### config.mk
export PLATFORM = sky130hd
export DESIGN_NAME = spi_pred_tx
export DESIGN_NICKNAME = d
export VERILOG_FILES = /design/src/rtl/spi_pred_pkg.sv /design/src/rtl/spi_pred_tx_sync.sv /design/src/rtl/spi_pred_tx.sv
export SDC_FILE = /design/constraint.sdc
export NUM_CORES = 1
export LEC_CHECK = 0
export BUFFER_PORTS_ARGS = -buffer_cell sky130_fd_sc_hd__clkbuf_2
export CAP_MARGIN = 10
export CORE_UTILIZATION = 55
export CTS_CLUSTER_SIZE = 24
export DETAILED_ROUTE_END_ITERATION = 8
export PLACE_DENSITY = 0.76
export SYNTH_ARGS = -nofsm -noshare
export SYNTH_HDL_FRONTEND = slang
export SYNTH_HIERARCHICAL = 1
export SYNTH_SLANG_ARGS = --single-unit
### constraint.sdc
create_clock -name clk -period 3.7 [get_ports clk]
set_input_delay 0 -clock clk [delete_from_list [all_inputs] [get_ports clk]]
set_output_delay 0 -clock clk [all_outputs]
set_load 0.01 [all_outputs]
### src/rtl/spi_pred_pkg.sv
// ---------------------------------------------------------------------------
// spi_pred_pkg
//
// Shared definitions for the branch-predictor SPI transmit path.
//
// The frame layout is the contract with the off-chip host, so it lives here
// rather than inside the transmitter. Anything that builds or decodes a
// prediction frame should take its bit positions from this package.
//
//   Frame (MSB first on the wire):
//     FRESH_BIT  : holding register has not been reported yet
//     OVR_BIT    : an unread prediction was overwritten
//     TAKEN_BIT  : predicted direction (1 = taken)
//     [SUM_WIDTH-1:0] : two's-complement perceptron sum
// ---------------------------------------------------------------------------
package spi_pred_pkg;

    // Width of the perceptron sum carried in each frame.
    localparam int SUM_WIDTH  = 13;

    // Total bits shifted per frame: fresh + overrun + taken + sum.
    localparam int FRAME_BITS = SUM_WIDTH + 3;

    // Bit positions of the status fields inside a frame.
    localparam int FRESH_BIT  = FRAME_BITS - 1;
    localparam int OVR_BIT    = FRAME_BITS - 2;
    localparam int TAKEN_BIT  = FRAME_BITS - 3;

    // The bit counter has to hold the value FRAME_BITS itself.
    localparam int CNT_W      = $clog2(FRAME_BITS + 1);

    // Transmit state machine.
    typedef enum logic [1:0] {
        IDLE  = 2'd0,
        SHIFT = 2'd1,
        DONE  = 2'd2
    } state_e;

endpackage

### src/rtl/spi_pred_tx_sync.sv
// ---------------------------------------------------------------------------
// sync_edge_det
//
// Multi-flop synchroniser for one asynchronous input, followed by an edge
// detector. The reset value lets an idle-high signal (chip-select) and an
// idle-low signal (serial clock) both come out of reset without producing
// a spurious edge.
//
// Ports:
//   clk     : system clock
//   rst     : asynchronous, active-high reset
//   din_i   : asynchronous input
//   level_o : synchronised level
//   rise_o  : one-cycle pulse on a synchronised 0->1 transition
//   fall_o  : one-cycle pulse on a synchronised 1->0 transition
// ---------------------------------------------------------------------------
module sync_edge_det #(
    parameter int   STAGES    = 2,
    parameter logic RESET_VAL = 1'b0
) (
    input  logic clk,
    input  logic rst,
    input  logic din_i,
    output logic level_o,
    output logic rise_o,
    output logic fall_o
);

    logic [STAGES-1:0] sync_q;
    logic              prev_q;

    // Shift chain plus one extra flop holding the previous synchronised level
    // so the edge pulses are always exactly one clock wide.
    always_ff @(posedge clk or posedge rst) begin
        if (rst) begin
            sync_q <= {STAGES{RESET_VAL}};
            prev_q <= RESET_VAL;
        end else begin
            sync_q[0] <= din_i;
            for (int i = 1; i < STAGES; i++) begin
                sync_q[i] <= sync_q[i-1];
            end
            prev_q <= sync_q[STAGES-1];
        end
    end

    assign level_o = sync_q[STAGES-1];
    assign rise_o  = sync_q[STAGES-1] & ~prev_q;
    assign fall_o  = ~sync_q[STAGES-1] & prev_q;

endmodule

### src/rtl/spi_pred_tx.sv
// ---------------------------------------------------------------------------
// spi_pred_tx
//
// SPI responder transmit path that returns branch predictions to the host.
// The core hands predictions over through a valid/ready handshake into a
// holding register. When the host drops chip-select the holding register is
// snapshotted into a shift register and a FRAME_BITS-long frame is driven
// MSB-first on miso, advanced by the host's sclk (mode 0: the host samples on
// the rising edge, so the next bit is presented after each falling edge).
//
// Ports:
//   clk        : system clock
//   rst        : asynchronous, active-high reset
//   pred_valid : core offers a new prediction
//   pred_ready : prediction accepted this cycle
//   pred_taken : predicted direction (1 = taken)
//   pred_sum   : signed perceptron output
//   cs         : host chip-select, active low (asynchronous)
//   sclk       : host serial clock (asynchronous)
//   miso       : serial data to the host
//   miso_oe    : pad output enable, high while selected
//   tx_done    : one-cycle pulse once a whole frame has been clocked out
//   overrun    : sticky flag, an unread prediction was overwritten
// ---------------------------------------------------------------------------
module spi_pred_tx
    import spi_pred_pkg::*;
#(
    parameter int SYNC_STAGES = 2
) (
    input  logic                 clk,
    input  logic                 rst,
    input  logic                 pred_valid,
    output logic                 pred_ready,
    input  logic                 pred_taken,
    input  logic [SUM_WIDTH-1:0] pred_sum,
    input  logic                 cs,
    input  logic                 sclk,
    output logic                 miso,
    output logic                 miso_oe,
    output logic                 tx_done,
    output logic                 overrun
);

    localparam logic [CNT_W-1:0] CNT_LAST = CNT_W'(FRAME_BITS);

    // ------------------------------------------------------------------
    // Host-side inputs brought into the clk domain
    // ------------------------------------------------------------------
    logic cs_level;
    logic cs_rise;
    logic cs_fall;
    logic sclk_level_unused;
    logic sclk_rise;
    logic sclk_fall;

    // Chip-select idles high, so its synchroniser resets high to avoid a
    // false cs_fall straight out of reset.
    sync_edge_det #(
        .STAGES    (SYNC_STAGES),
        .RESET_VAL (1'b1)
    ) u_cs_sync (
        .clk     (clk),
        .rst     (rst),
        .din_i   (cs),
        .level_o (cs_level),
        .rise_o  (cs_rise),
        .fall_o  (cs_fall)
    );

    sync_edge_det #(
        .STAGES    (SYNC_STAGES),
        .RESET_VAL (1'b0)
    ) u_sclk_sync (
        .clk     (clk),
        .rst     (rst),
        .din_i   (sclk),
        .level_o (sclk_level_unused),
        .rise_o  (sclk_rise),
        .fall_o  (sclk_fall)
    );

    // ------------------------------------------------------------------
    // State
    // ------------------------------------------------------------------
    state_e                 state_q;
    logic [FRAME_BITS-1:0]  shift_q;
    logic [FRAME_BITS-1:0]  shift_d;
    logic [CNT_W-1:0]       cnt_q;
    logic [CNT_W-1:0]       cnt_d;
    logic                   hold_taken_q;
    logic [SUM_WIDTH-1:0]   hold_sum_q;
    logic                   fresh_q;
    logic                   overrun_q;
    logic                   miso_q;
    logic                   tx_done_q;

    logic [FRAME_BITS-1:0]  frame_snap;
    logic                   load;

    // The frame the host would see if chip-select fell right now.
    always_comb begin
        frame_snap                = '0;
        frame_snap[FRESH_BIT]     = fresh_q;
        frame_snap[OVR_BIT]       = overrun_q;
        frame_snap[TAKEN_BIT]     = hold_taken_q;
        frame_snap[SUM_WIDTH-1:0] = hold_sum_q;
    end

    assign shift_d = {shift_q[FRAME_BITS-2:0], 1'b0};
    assign cnt_d   = cnt_q + 1'b1;

    // Loads are refused while a frame is in flight so the snapshot can never
    // be torn. In IDLE a cs_fall in the same cycle wins over the load; the
    // held-off prediction is simply retried by the core. Ready is also held
    // low while rst is asserted so nothing is accepted during reset.
    assign pred_ready = ~rst & (((state_q == IDLE) & ~cs_fall) | (state_q == DONE));
    assign load       = pred_valid & pred_ready;

    // ------------------------------------------------------------------
    // Holding register and transmit FSM
    // ------------------------------------------------------------------
    // The holding register and its fresh/overrun flags share this block
    // with the FSM because completing a frame clears the flags that the
    // frame has just reported. Loads only happen in IDLE/DONE and the
    // clearing only in SHIFT, so the two never collide.
    always_ff @(posedge clk or posedge rst) begin
        if (rst) begin
            state_q      <= IDLE;
            shift_q      <= '0;
            cnt_q        <= '0;
            hold_taken_q <= 1'b0;
            hold_sum_q   <= '0;
            fresh_q      <= 1'b0;
            overrun_q    <= 1'b0;
            miso_q       <= 1'b0;
            tx_done_q    <= 1'b0;
        end else begin
            tx_done_q <= 1'b0;

            if (load) begin
                hold_taken_q <= pred_taken;
                hold_sum_q   <= pred_sum;
                fresh_q      <= 1'b1;
                if (fresh_q) begin
                    overrun_q <= 1'b1;
                end
            end

            case (state_q)
                IDLE: begin
                    miso_q <= 1'b0;
                    if (cs_fall) begin
                        shift_q <= frame_snap;
                        cnt_q   <= '0;
                        miso_q  <= frame_snap[FRAME_BITS-1];
                        state_q <= SHIFT;
                    end
                end

                SHIFT: begin
                    if (cnt_q == CNT_LAST) begin
                        // Every bit has been sampled by the host; the status
                        // flags have now been reported. If chip-select is
                        // already going away, skip DONE so the rise is not lost.
                        tx_done_q <= 1'b1;
                        fresh_q   <= 1'b0;
                        overrun_q <= 1'b0;
                        miso_q    <= 1'b0;
                        state_q   <= cs_rise ? IDLE : DONE;
                    end else if (cs_rise) begin
                        // Aborted frame: flags untouched so it is resent.
                        miso_q  <= 1'b0;
                        state_q <= IDLE;
                    end else if (sclk_rise) begin
                        cnt_q <= cnt_d;
                    end else if (sclk_fall) begin
                        shift_q <= shift_d;
                        miso_q  <= shift_d[FRAME_BITS-1];
                    end
                end

                DONE: begin
                    miso_q <= 1'b0;
                    if (cs_rise) begin
                        state_q <= IDLE;
                    end
                end

                default: begin
                    miso_q  <= 1'b0;
                    state_q <= IDLE;
                end
            endcase
        end
    end

    assign miso    = miso_q;
    assign miso_oe = ~cs_level;
    assign tx_done = tx_done_q;
    assign overrun = overrun_q;

endmodule

## After elaboration in Yosys (flattened, before gate mapping)

Cells that the tools add are included.

| word-level totals | value |
|---|---|
| register bits | 46 |
| bits of input ports | 19 |
| output and inout bits | 5 |
| word-level logic and storage cells | 75 |

| cells by class | value |
|---|---|
| $add $sub $neg | 1 |
| eq/ne operators | 11 |
| muxes and demuxes | 31 |
| bitwise gates (word level) | 14 |
| reductions and logical operators | 5 |

Operators with widths:

| operator | number |
|---|---|
| $mux W15 | 5 |
| $pmux W15 S2 | 1 |
| $mux W5 | 4 |
| $mux W1 | 14 |
| $ne A2 B2 Y1 const B | 6 |
| $pmux W5 S2 | 1 |
| $mux W2 | 4 |
| $ne A4 B4 Y1 const B | 2 |
| $and A1 B1 Y1 | 7 |
| $not A1 Y1 | 6 |
| $pmux W2 S3 | 1 |
| $reduce_and A6 Y1 | 1 |
| $add A5 B1 Y5 const B | 1 |
| $eq A5 B5 Y1 const B | 1 |
| $reduce_and A5 Y1 | 1 |
| $eq A2 B1 Y1 const B | 1 |
| $eq A2 B2 Y1 const B | 1 |
| $logic_not A2 Y1 | 1 |
| $pmux W1 S2 | 1 |
| $reduce_and A2 Y1 | 1 |
| $reduce_bool A2 Y1 | 1 |
| $or A1 B1 Y1 | 1 |

## Longest topological paths before layout

Gate-level depths: netlist of run 1.

| logic depth | value |
|---|---|
| depth in word-level cells | 10 |
| depth in mapped cells | 7 |
| gate-level depth less buffers | 6 |

## By module

The synthesis of run 1 kept the hierarchy.

By module, submodules not included:

| module | times used | cells each | area an instance (µm²) | seq. area each (µm²) |
|---|---|---|---|---|
| spi_pred_tx | 1 | 159 | 1901.8 | 1001.0 |
| sync_edge_det at u_cs_sync | 1 | 6 | 97.6 | 78.8 |
| sync_edge_det at u_sclk_sync | 1 | 6 | 93.8 | 75.1 |

## Worst setup path before layout of run 1

OpenSTA, ideal clock, no wires.

| path | value |
|---|---|
| path type | reg2reg |
| start point | register u_cs_sync.sync_q[1] |
| end point | register hold_sum_q[0] |
| setup time | 0.125 ns |
| arrival time | 1.669 ns |
| data required time | 3.575 ns |
| path slack | 1.906 ns |
| cell stages (with the launch flop) | 6 |
| path buffers | 1 |
| period minus slack after synthesis | 1.794 ns |
| cells stage by stage | dfstp_2 and2b_2 a211oi_4 nand2_4 buf_6 mux2_4 |

| between the ends | value |
|---|---|
| word-level cells in the longest chain between the ends | 7 |

RTL lines:

| element | line | RTL |
|---|---|---|
| start: declaration | spi_pred_tx_sync.sv:29 | `logic [STAGES-1:0] sync_q;` |
| start signal: assignment | spi_pred_tx_sync.sv:36 | `sync_q <= {STAGES{RESET_VAL}};` |
| start signal: indexed assignment | spi_pred_tx_sync.sv:41 | `sync_q[i] <= sync_q[i-1];` |
| $not A1 Y1 | spi_pred_tx_sync.sv:49 | `assign fall_o = ~sync_q[STAGES-1] & prev_q;` |
| $and A1 B1 Y1 | spi_pred_tx_sync.sv:49 |  |
| net cs_fall | spi_pred_tx.sv:51 | `logic cs_fall;` |
| $not A1 Y1 | spi_pred_tx.sv:116 | `assign pred_ready = ~rst & (((state_q == IDLE) & ~cs_fall) \| (state_q == DONE));` |
| $and A1 B1 Y1 | spi_pred_tx.sv:116 |  |
| $or A1 B1 Y1 | spi_pred_tx.sv:116 |  |
| $and A1 B1 Y1 | spi_pred_tx.sv:116 |  |
| net pred_ready | spi_pred_tx.sv:33 | `output logic pred_ready,` |
| $and A1 B1 Y1 | spi_pred_tx.sv:117 | `assign load = pred_valid & pred_ready;` |
| end signal: assignment | spi_pred_tx.sv:142 | `hold_sum_q <= pred_sum;` |
| end: declaration | spi_pred_tx.sv:91 | `logic [SUM_WIDTH-1:0] hold_sum_q;` |

The timed path passes the listed nets, and every way through them passes these cells.
A chain may end at the register's enable or synchronous reset.

## Worst setup path after layout of run 1

| path | value |
|---|---|
| start point | register state_q[0] |
| end point | register shift_q[0] |

| between the ends | value |
|---|---|
| word-level cells in the longest chain between the ends | 3 |
| elaborated cells between the ends (all ways) | 10 |
| classes of those cells | 6 x eq/ne; 1 x mux; 3 x reduce/logical |

RTL lines:

| element | line | RTL |
|---|---|---|
| start: declaration | spi_pred_tx.sv:85 | `state_e state_q;` |
| start signal: assignment | spi_pred_tx.sv:169 | `state_q <= cs_rise ? IDLE : DONE;` |
| $eq A2 B1 Y1 / $logic_not A2 Y1 (equally long branches) | spi_pred_tx.sv:149 | `case (state_q)` |
| $ne A2 B2 Y1 (no line) / $reduce_bool A2 Y1 (equally long branches) | n/a |  |
| $reduce_and A6 Y1 (no line) | n/a |  |
| end signal: assignment | spi_pred_tx.sv:153 | `shift_q <= frame_snap;` |
| end signal: assignment | spi_pred_tx.sv:177 | `shift_q <= shift_d;` |
| end: declaration | spi_pred_tx.sv:86 | `logic [FRAME_BITS-1:0] shift_q;` |

Parallel ways exist; a longest one is shown, timed or not.

==> qor.txt, run 1 <==
most common cell after layout, fill and taps aside = dfrtp_1
Post-Route WL = 3990 um
area of the multi-input gates = 863 um2
Die Footprint = 4060 um2
setup_tns = 0 ns
Cells after Synth = 171
TritonCTS Buffers = 5
Port Buffer Count = 23
critical-path cell list = nor2b_1, a41oi_4, or2_4, a32o_1
sw frac = 29.5%
final setup vio count = 0
Setup Crit Path Kind = flip-flop to flip-flop
Post-Syn Area per Cell = 12.2 um2
Worst path top cell family by delay = flip-flops
top achievable clock speed = 0.434 GHz
Critical Path RT = 3.89 ns
first-pass GRT wire length = 6850 um
design area = 2500 um2
num ports = 24
htree depth = 2
post-synthesis cell type count = 36
Max Fanout on Critical Path = 21
fraction of layout cells with a size suffix above 1 = 27.2%
Seq pwr share = 54.3%
Clock Latency Late Sink = 0.30 ns
Die Ht = 63.7 um
clock buffer depth = 2
cts hold-fix bufs = 17
register bit count reported by yosys = 46
GRT Util Overall = 22.6%
PwrDens = 546 nW/um2
Switching Power = 0.000404 W
VDD IR max = 0.296 mV
Min Hold Slack = 0.0113 ns
total gr overflow = 0
RePlAce Congestion = 0.778
Critical Path Sink Type = flip-flop
Clock Tree Root = clkbuf_8
status = finished, final reports clean
DP Wirelength = 2630 um
Final Hold Viols = 0
largest net degree at the start of global routing = 41
CP bufs+invs = 0
Final Util = 68.4%
combinational group share of total power = 22.3%
Nets = 233
fillcell total = 267
WL/cell = 15.3 um
post_cts resized = 0
Residual DRC = 0
Antenna diodes = 0
power share of the clock group = 23.5%
antenna viol nets, final = 0
max_cap viols = 0
type of the worst min-delay path = input pin to flip-flop
Final Critical Period = 2.31 ns
DRC violation total after the first TritonRoute iteration = 60
DP Area = 2240 um2
Max stage delay on crit path = 1.01 ns
relative max-transition margin = 32.8%
Initial Util = 57.2%
Setup crit start kind = flip-flop
Pleak = 1.16 nW
register area = 1150 um2
Std-Cell Rows = 22
drt first pass iters = 4
most frequent cells in the layout = dfrtp_1 (43), o21ai_0 (36), clkbuf_2 (23)
post-CTS setup buffers = 0
Area Overhead vs Synth = 19.6%
Worst EP arrival = 2.50 ns
CP max-delay cell = dfrtp_1
synthesized area = 2090 um2
Worst Skew = 0.00648 ns
initial antenna violation count = 0
via count = 1,447
worst slew pin tran = 1.01 ns
clock-pin transition on the worst setup and hold timing paths = 0.08 ns
register area share after synthesis = 55.2%
Internal Dissipation = 0.000965 W
Syn Nets = 192
Via density = 5.54
Yosys warning count = 6
CTS tree = done
Clock Sinks = 46
Pins Over Slew Limit = 0
core area = 3660 um2
die width = 63.7 um
vias in the first global route = 1,454
RSZ-0062 raised after global routing = no
Tcrit/Tclk final = 62.3%
final timing paths:
kind / startpoint / slack [ns] / cells after the start / end
worst max-delay path: state_q[0] / 1.39 / 4 / shift_q[0]
worst min-delay path: pred_valid / 0.01 / 3 / overrun
worst max register to register: state_q[0] / 1.39 / 4 / shift_q[0]
worst min register to register: u_cs_sync/sync_q[0] / 0.36 / 0 / u_cs_sync/sync_q[1]
max in group asynchronous: rst / 2.92 / 4 / shift_q[14]
min in group asynchronous: rst / 0.16 / 3 / u_sclk_sync/sync_q[1]
power groups by stage:
stage	clock network, W	logic [W]	registers, W
2_1_floorplan	0	0.000250	0.000703
3_3_place_gp	0	0.000270	0.000743
3_5_place_dp	0	0.000291	0.000750
4_1_cts	0.000327	0.000305	0.000743
5_1_grt	0.000346	0.000343	0.000763
6_report	0.000321	0.000305	0.000742
cells by family after synthesis:
group | share of synthesized area, %
fa+ha+maj | 1.20
simple gates | 8.61
compound gates | 14.6
flops | 55.2
mux | 16.9
buf+inv | 3.59
per-layer routing:
metal | share of wire [%] | GRT usage, % | vias up
li1 | - | - | 688
met1 | 49 | 30.1 | 710
met2 | 46 | 35.9 | 44
met3 | 3.9 | 6.16 | 5
met4 | 0.85 | 6.82 | 0
met5 | 0 | 0 | -
flip-flops by register name, indices dropped and copies added, names as in the netlist, 2 cells and up:
name	count
hold_sum_q	13
u_cs_sync/sync_q	2
state_q	2
u_sclk_sync/sync_q	2
shift_q	15
cnt_q	5
worst min-delay path, stage by stage:
cell and delay, ns:
clkbuf_2 0.11, a31oi_1 0.08, nor2_1 0.08
Yosys cell counts (all sizes together):
| cell | count | area [um2] |
|---|---|---|
| a211oi | 1 | 20.0 |
| a21boi | 1 | 7.51 |
| a21o | 1 | 7.51 |
| a21oi | 5 | 25.0 |
| a31oi | 3 | 18.8 |
| a32o | 1 | 10.0 |
| a32oi | 1 | 8.76 |
| a41oi | 1 | 27.5 |
| and2b | 3 | 25.0 |
| and4 | 1 | 8.76 |
| buf | 3 | 21.3 |
| clkbuf | 4 | 16.3 |
| dfrtp | 43 | 1080 |
| dfstp | 3 | 78.8 |
| ha | 2 | 25.0 |
| inv | 10 | 37.5 |
| mux2 | 15 | 203 |
| mux2i | 15 | 150 |
| nand2 | 5 | 26.3 |
| nand2b | 1 | 6.26 |
| nand4 | 1 | 6.26 |
| nand4b | 1 | 8.76 |
| nand4bb | 1 | 27.5 |
| nor2 | 5 | 18.8 |
| nor2b | 4 | 25.0 |
| nor3 | 1 | 5.00 |
| nor4 | 1 | 6.26 |
| o21ai | 36 | 180 |
| or2 | 1 | 8.76 |
| or4 | 1 | 7.51 |
final cells by class:
type	count	area share (%)
Clock inverter	2	0.500
Sequential cell	46	46.1
Inverter	10	1.50
Multi-Input combinational cell	108	34.5
Timing Repair Buffer	41	11.7
Clock buffer	6	3.30
Tap cell	48	2.40
stage by stage:
stage | std cells | setup WS (ns) | total power (W)
floorplan | 171 | 1.91 | 0.000953
detailed placement | 236 | 1.42 | 0.00104
finish | 261 | 1.39 | 0.00137
CTS | 261 | 1.41 | 0.00138
global route | 261 | 1.26 | 0.00145
global placement | 236 | 1.54 | 0.00101
Note: power is estimated with default switching activity, not from simulation.
==> run 2, diff against run 1 <==
Settings changed: ABC_AREA set to 1, CORE_UTILIZATION 55 to 52, PLACE_DENSITY 0.76 to 0.75.
Clock period 3.7 ns to 1.9 ns, I/O delays scaled along.
==> run 2 against run 1 <==
  * Clock power up 120%
  * Sequential cell count unchanged
  * Clock skew down 0.0019 ns
  * Area after synthesis up 8.3%
  * First-iteration DRC count up 68%
  * Highest routed layer unchanged
==> qor.txt, run 2 <==
Die Ht = 68.0 um
post_cts resized = 0
Final Critical Period = 1.59 ns
DRC violation total after the first TritonRoute iteration = 101
Power Total = 0.00302 W
design area = 2680 um2
drt first pass iters = 4
relative max-transition margin = 66.6%
vias in the first global route = 1,677
Max Fanout on Critical Path = 16
most frequent cells in the layout = nand2_1 (105), dfrtp_1 (43), inv_1 (37)
Worst Skew = 0.00460 ns
Placed Cells = 353
Area Overhead vs Synth = 18.3%
DP Wirelength = 2780 um
Clock Sinks = 46
type of the worst min-delay path = input pin to asynchronous set/reset pin
RR Endpoint = shift_q[9]
Yosys warning count = 6
htree depth = 2
top achievable clock speed = 0.628 GHz
Commonest cells post-synth = nand2_1 (105), dfrtp_1 (43), inv_1 (37), nand3_1 (22), nor2_1 (20)
area leader, netlist = dfrtp_1
register area share after synthesis = 50.9%
register bit count reported by yosys = 46
Via density = 4.70
Critical Path Sink Type = flip-flop
worst reg2reg startpoint = u_cs_sync/prev_q
RePlAce Congestion = 0.872
async set-or-reset flop fraction in the synthesized netlist = 100%
Tcrit/Tclk final = 83.8%
EDFF count, synth = 0
num ports = 24
PwrDens = 1130 nW/um2
Setup Crit Path Kind = flip-flop to flip-flop
final non-filler cell total = 378
Initial Util = 55.5%
Syn Nets = 306
TritonCTS Buffers = 5
Critical Path RT = 2.09 ns
DP Area = 2400 um2
Die Footprint = 4630 um2
ys flop type = dfrtp_1
largest net degree at the start of global routing = 41
post-synthesis cell type count = 26
Clock Latency Late Sink = 0.30 ns
VDD IR max = 0.538 mV
post-CTS setup buffers = 0
Pins Over Slew Limit = 0
Clock Tree Root = clkbuf_8
first-pass GRT wire length = 7430 um
Pleak = 1.52 nW
Worst EP arrival = 1.79 ns
Post-Route WL = 4380 um
top flop regs = shift_q x15, hold_sum_q x13, cnt_q x5
Antenna diodes = 0
die width = 68.0 um
core area = 4090 um2
Std-Cell Rows = 23
largest cells by area after synthesis = dfrtp_1 (47%), nand2_1 (17%), inv_1 (6.1%)
Post-Syn Area per Cell = 7.95 um2
clock-pin transition on the worst setup and hold timing paths = 0.08 ns
Setup crit start kind = flip-flop
total gr overflow = 0
max reg flops = 15
RSZ-0062 raised after global routing = no
worst reg2reg setup slack = 0.31 ns
via count = 1,776
initial antenna violation count = 0
top-area cell type share of the netlist area = 47.5%
worst slew pin tran = 0.501 ns
Cells after Synth = 285
Place WS = 0.315 ns
max_cap viols = 0
Top reg by flops = shift_q
cts hold-fix bufs = 17
setup_tns = 0 ns
Port Buffer Count = 23
GRT Util Overall = 22.1%
Residual DRC = 0
most common cell after layout, fill and taps aside = nand2_1
FF-to-FF path depth = 9
clock buffer depth = 2
antenna viol nets, final = 0
final setup vio count = 0
post-layout worst setup margin = 0.308 ns
WL/cell = 11.6 um
CTS tree = done
Nets = 348
status = finished, final reports clean
most common cell in the netlist = nand2_1
Final Hold Viols = 0
fraction of layout cells with a size suffix above 1 = 18.3%
synthesized area = 2270 um2
==> run 2: changes by cell type in the layout (fill, tap and decap cells not counted), sizes merged, moves of 18 or more <==
cell / delta
nand2: +114
inv: +30
nand3: +24
o21ai: -20
nor2: +18
==> run 2: final cells by class <==
class,instances,area (um2)
fillers,344,1400
flip-flops and latches,46,1150
multi-input cells,190,887
repair buffers,44,315
inverters,40,153
clock buffers,6,72.6
well taps,50,62.6
clock inverters,2,37.5
==> run 2: how the worst max path moves through the flow <==
stage / slack (ns) / end / startpoint
3_3_place_gp: 0.34 / shift_q[12] / u_cs_sync/prev_q
3_5_place_dp: 0.32 / shift_q[1] / u_cs_sync/prev_q
4_1_cts: 0.30 / shift_q[9] / u_cs_sync/prev_q
2_1_floorplan: 0.47 / shift_q[10] / u_cs_sync/prev_q
6_report: 0.31 / shift_q[9] / u_cs_sync/prev_q
5_1_grt: 0.17 / cnt_q[2] / cnt_q[0]
==> run 2: worst max-delay path, stage by stage, from the launching register on <==
cell and delay, ns:
dfstp_2 0.54, inv_1 0.04, nor2_1 0.11, inv_1 0.07, nand3_2 0.10, nand2_2 0.10, nor2_8 0.25, nand2_8 0.15
nand2_2 0.09, nand2_1 0.05
==> run 2: cells by family (layout without fill, tap and decap cells) <==
logic type	count (synthesis)	in the layout	synth area share [%]
and+or+nand+nor	169	169	33.7
buffers and inverters	49	92	9.93
DFF	46	46	50.9
AOI/OAI and AO/OA	19	19	4.30
adders and majority gates	2	2	1.10
==> run 2: metrics by stage <==
step                util, %  hold WS, ns
floorplan                 -       -0.246
global placement       58.8      -0.0880
detailed placement     58.8      -0.0808
CTS                    65.6        0.141
global route           65.6        0.166
finish                 65.6        0.144
==> run 2: per-layer routing <==
metal	wire (um)	vias to the layer above	global-route usage, %
li1	-	947	-
met4	65	0	8.59
met3	147	6	5.00
met5	0	-	0
met1	2180	785	31.4
met2	1990	38	32.6
==> run 2: where the power goes <==
part / internal [W] / total (W) / leakage [nW] / switching, W
logic: 0.000340 / 0.000825 / 0.896 / 0.000485
registers: 0.00127 / 0.00148 / 0.572 / 0.000206
clock network: 0.000392 / 0.000720 / 0.0514 / 0.000328
total: 0.00201 / 0.00302 / 1.52 / 0.00102
